### src/rtl/pipe_stage_reg.sv
// Pipeline stage register with a one-entry skid buffer: full-throughput
// valid/ready handshake where in_ready comes straight from a flop, plus
// flush, synchronous reset and a saturating back-pressure counter.
module pipe_stage_reg #(
  parameter int unsigned     DW      = 134,
  parameter logic [DW-1:0]   NOP_VAL = {32'h0000_0013, {(DW-32){1'b0}}},
  parameter int unsigned     CNT_W   = 16
) (
  input  logic             clk,
  input  logic             rst,
  input  logic             in_valid,
  output logic             in_ready,
  input  logic [DW-1:0]    in_data,
  input  logic             flush,
  output logic             out_valid,
  input  logic             out_ready,
  output logic [DW-1:0]    out_data,
  output logic [CNT_W-1:0] stall_cnt
);

  typedef enum logic [1:0] {
    EMPTY = 2'd0,
    ONE   = 2'd1,
    FULL  = 2'd2
  } state_t;

  localparam logic [CNT_W-1:0] STALL_MAX = {CNT_W{1'b1}};

  state_t           r_state;
  logic [DW-1:0]    r_main;
  logic [DW-1:0]    r_skid;
  logic             r_in_ready;
  logic             r_out_valid;
  logic [CNT_W-1:0] r_stall_cnt;

  state_t           w_state_nxt;
  logic [DW-1:0]    w_main_nxt;
  logic [DW-1:0]    w_skid_nxt;
  logic             w_in_ready_nxt;
  logic             w_out_valid_nxt;
  logic [CNT_W-1:0] w_stall_cnt_nxt;
  logic             w_in_fire;
  logic             w_out_fire;

  assign w_in_fire  = in_valid & r_in_ready;
  assign w_out_fire = r_out_valid & out_ready;

  // Next-state, storage and registered-handshake computation.
  always_comb begin
    w_state_nxt     = r_state;
    w_main_nxt      = r_main;
    w_skid_nxt      = r_skid;
    w_stall_cnt_nxt = r_stall_cnt;

    case (r_state)
      EMPTY: begin
        if (w_in_fire) begin
          w_state_nxt = ONE;
          w_main_nxt  = in_data;
        end
      end
      ONE: begin
        if (w_in_fire && w_out_fire) begin
          w_main_nxt = in_data;
        end else if (w_in_fire) begin
          w_state_nxt = FULL;
          w_skid_nxt  = in_data;
        end else if (w_out_fire) begin
          w_state_nxt = EMPTY;
          w_main_nxt  = NOP_VAL;
        end
      end
      FULL: begin
        if (w_out_fire) begin
          w_state_nxt = ONE;
          w_main_nxt  = r_skid;
          w_skid_nxt  = NOP_VAL;
        end
      end
      default: begin
        w_state_nxt = EMPTY;
        w_main_nxt  = NOP_VAL;
        w_skid_nxt  = NOP_VAL;
      end
    endcase

    // Kill overrides every transition; a delivery this cycle still happened.
    if (flush) begin
      w_state_nxt = EMPTY;
      w_main_nxt  = NOP_VAL;
      w_skid_nxt  = NOP_VAL;
    end

    w_in_ready_nxt  = (w_state_nxt != FULL);
    w_out_valid_nxt = (w_state_nxt != EMPTY);

    if (r_out_valid && !out_ready && (r_stall_cnt != STALL_MAX)) begin
      w_stall_cnt_nxt = r_stall_cnt + CNT_W'(1);
    end
  end

  // State and storage registers; reset beats flush and handshakes.
  always_ff @(posedge clk) begin
    if (rst) begin
      r_state     <= EMPTY;
      r_main      <= NOP_VAL;
      r_skid      <= NOP_VAL;
      r_in_ready  <= 1'b1;
      r_out_valid <= 1'b0;
      r_stall_cnt <= '0;
    end else begin
      r_state     <= w_state_nxt;
      r_main      <= w_main_nxt;
      r_skid      <= w_skid_nxt;
      r_in_ready  <= w_in_ready_nxt;
      r_out_valid <= w_out_valid_nxt;
      r_stall_cnt <= w_stall_cnt_nxt;
    end
  end

  assign in_ready  = r_in_ready;
  assign out_valid = r_out_valid;
  assign out_data  = r_main;
  assign stall_cnt = r_stall_cnt;

endmodule

### config.mk
export PLATFORM = sky130hd
export DESIGN_NAME = pipe_stage_reg
export DESIGN_NICKNAME = d
export VERILOG_FILES = /design/src/rtl/pipe_stage_reg.sv
export SDC_FILE = /design/constraint.sdc
export NUM_CORES = 1
export LEC_CHECK = 0
export ABC_AREA = 0
export CAP_MARGIN = 30
export CORE_MARGIN = 3
export CORE_UTILIZATION = 52
export DETAILED_ROUTE_END_ITERATION = 10
export PLACE_DENSITY = 0.81
export SYNTH_ARGS = -nofsm -noshare
export SYNTH_HDL_FRONTEND = slang
export SYNTH_SLANG_ARGS = --single-unit
export TNS_END_PERCENT = 10
### constraint.sdc
create_clock -name clk -period 2 [get_ports clk]
set_clock_uncertainty 0.05 [all_clocks]
set_input_delay 0.4 -clock clk [delete_from_list [all_inputs] [get_ports clk]]
set_output_delay 0.4 -clock clk [all_outputs]
set_load 0.02 [all_outputs]
==> flow_summary.yaml <==
status:
  run_status: "complete, but fails checks"
  violations: "negative setup slack"
route:
  wl_mm: 46.79
  route.detailed.drc: 0
  ant_nets: 0
  wl_per_cell_um: 20.15
  viasPerCell: 6.394
  initialDrtViolationCount: 1891
  vias: 14850
  first_pass_iters: 6
clock_network:
  cts_buffers: 31
  clockBufferDepth: 3
  clkSinkCount: 288
  cts_tree: "done"
  ctsHoldBuffers: 0
  root_buffer: "clkbuf_16"
  clk_pin_slew_ns: 0.06
  cts_max_level: 1
  insertion_delay_ns: 0.56
  postCtsSetupBuffers: 0
sta:
  setup_ws_ns: -0.005548
  worst_pin_slew_ns: 0.5615
  maxSlewHeadroom_pct: 62.57
  setup_viol_count_final: 1
  final.period_utilization_pct: 100.3
  worst_hold_slack_ns: 0.4016
  final.min_clock_period_ns: 2.006
  max_freq_ghz: 0.4986
  slew_viol_final: 0
  hold_violations: 0
synthesis:
  synth_top_area_share_pct: 41.41
  synth_common_cells: "306 x a21oi_1, 288 x dfxtp_1, 142 x o21ai_0"
  synthesis.nets: 1891
  synth_ff_type: "dfxtp_1"
  synth_seq_area_share_pct: 41.41
  synth.distinct_cells: 48
  synthAdderAreaFrac_pct: 0.08986
  synth_compound_area_share_pct: 27.50
  syn_inst: 1751
  netlist.top_cell.by_area: "dfxtp_1"
  synth.area.top_cells: "dfxtp_1 41%, a21oi_1 11%, nand4_1 6.2%"
  synthMuxAreaShare_pct: 3.972
  synth_top_family_by_area: "compound AO/OA/AOI/OAI gates"
  synth-xor-area-share_pct: 0.1258
  ys_seq_elements: 288
  netlist_area_um2: 13920
  yosys.area_share.simple_pct: 19.32
  ys_warn_count: 0
  synth-edff-count: 0
  syn_area_per_cell_um2: 7.952
  yosysMostFrequentCell: "a21oi_1"
  async_reset_ff_share_pct: 0
setup_path:
  cp.required_ns: 1.55
  critPathBufInv: 1
  critical_path_class: "register to primary output"
  worst_path_max_delay_cell: "clkdlybuf4s50_1"
  crit_family: "buffers and inverters"
  endpoint_kind: "primary output"
  cp.arrival_ns: 1.56
  path_max_fanout: 2
  startpoint_type: "register"
  path_cells: "clkdlybuf4s50_1"
  critPathMaxStageDelay_ns: 0.66
placed_design:
  dp.cells: 2262
  gp_congestion: 0.8276
  dp.final_hpwl_mm: 29.14
  portBuffers: 290
  placed_area_um2: 17770
layout:
  num-nets-final: 2100
  drive_above_1_share_pct: 8.119
  final_area_um2: 18840
  stdcell_count: 2322
  syn_to_final_growth_pct: 35.29
  final_util_pct: 71.88
die:
  core-area_um2: 26210
  rows: 59
  die_area_um2: 28780
  io_pins: 291
  die_x_um: 169.6
  start_util_pct: 53.13
  die_y_um: 169.6
global_route:
  grt_pass1_vias: 14300
  antenna_found_initial: 5
  grt_pass1_wl_mm: 73.82
  gr-usage-all-layers_pct: 30.55
  grt_max_degree: 83
  overflow: 0
power_and_ir_drop:
  power.total_mw: 14.06
  p_per_area_nw_per_um2: 746.5
  leakagePower_nw: 7.195
  ir_worst_vdd_v: 0.0004942
min_path:
  hold_class: "register to register"
job:
  drv_cap: 0
## per-layer routing
metal | part of all wire (%) | vias up | global-route usage, %
met5 | 0.028 | - | 0
met4 | 4.3 | 2 | 14.30
met3 | 9.2 | 138 | 6.499
met2 | 47 | 815 | 49.76
met1 | 39 | 7062 | 38.86
li1 | - | 6831 | -
## timing repair
item	in CTS	in global routing
endpoints found under the setup margin	52	33
cloned	0	0
gates resized for setup	53	33
## cell usage in the layout (no fill, tap or decap), drive strengths merged, types with 3 or more instances in the layout
| master | n |
|---|---|
| a21oi | 307 |
| dfxtp | 288 |
| clkdlybuf4s50 | 205 |
| o21ai | 143 |
| nand4 | 137 |
| nand2 | 95 |
| buf | 92 |
| and2 | 82 |
| nand2b | 82 |
| o22ai | 80 |
| nor2 | 61 |
| inv | 57 |
| mux2i | 53 |
| o32ai | 53 |
| dlygate4sd2 | 52 |
| a32oi | 51 |
| clkbuf | 45 |
| dlymetal6s2s | 33 |
| or3 | 7 |
| clkinv | 7 |
| nand3 | 7 |
| o31ai | 6 |
| or4 | 5 |
| diode | 4 |
| nor4 | 4 |
| and3 | 4 |
| o211ai | 3 |
| bufinv | 3 |
## stage by stage
step            TNS [ns]  worst slack, ns
6_report       -0.005548        -0.005548
5_1_grt         -0.02407         -0.02407
4_1_cts                0         0.001425
3_5_place_dp      -43.83          -0.2930
3_3_place_gp      -31.92          -0.2541
2_1_floorplan          0        0.0005977
## cells by family after synthesis
group / Yosys count
flip-flops: 288
XOR/XNOR: 2
multiplexers: 55
buffers and inverters: 262
AO/OA/AOI/OAI: 652
adder cells (fa/ha/maj): 1
AND/OR/NAND/NOR: 491
## path summary, 6_finish.rpt
path	slack, ns	cells past startpoint	from	end
worst max register to register	0.18	5	r_state[1]	out_data[5]
worst max-delay path	-0.006	1	out_data[109]	out_data[109]
worst min register to register	0.40	2	out_data[85]	out_data[85]
worst min-delay path	0.40	2	out_data[85]	out_data[85]
## power breakdown
part           switching [mW]  total [mW]  internal, mW
Combinational            1.28        2.25         0.968
Clock                    2.36        5.87          3.51
Sequential             0.0828        5.95          5.86
Total                    3.72        14.1          10.3
## sequential cells by signal, indices dropped and copies added (netlist names)
name / cells
in_ready: 1
out_data: 134
out_valid: 1
r_skid: 134
r_state: 2
stall_cnt: 16
## final cells by class
cell class              instances  area [um^2]
fillers                      1996         7368
multi-input cells            1201         7168
flip-flops and latches        288         5774
repair buffers                382         4212
clock buffers                  45        908.4
well taps                     335        419.2
inverters                      56        212.7
clock inverters                11        133.9
diodes                          4        10.01
No activity file was read; power rests on OpenSTA's default activity.
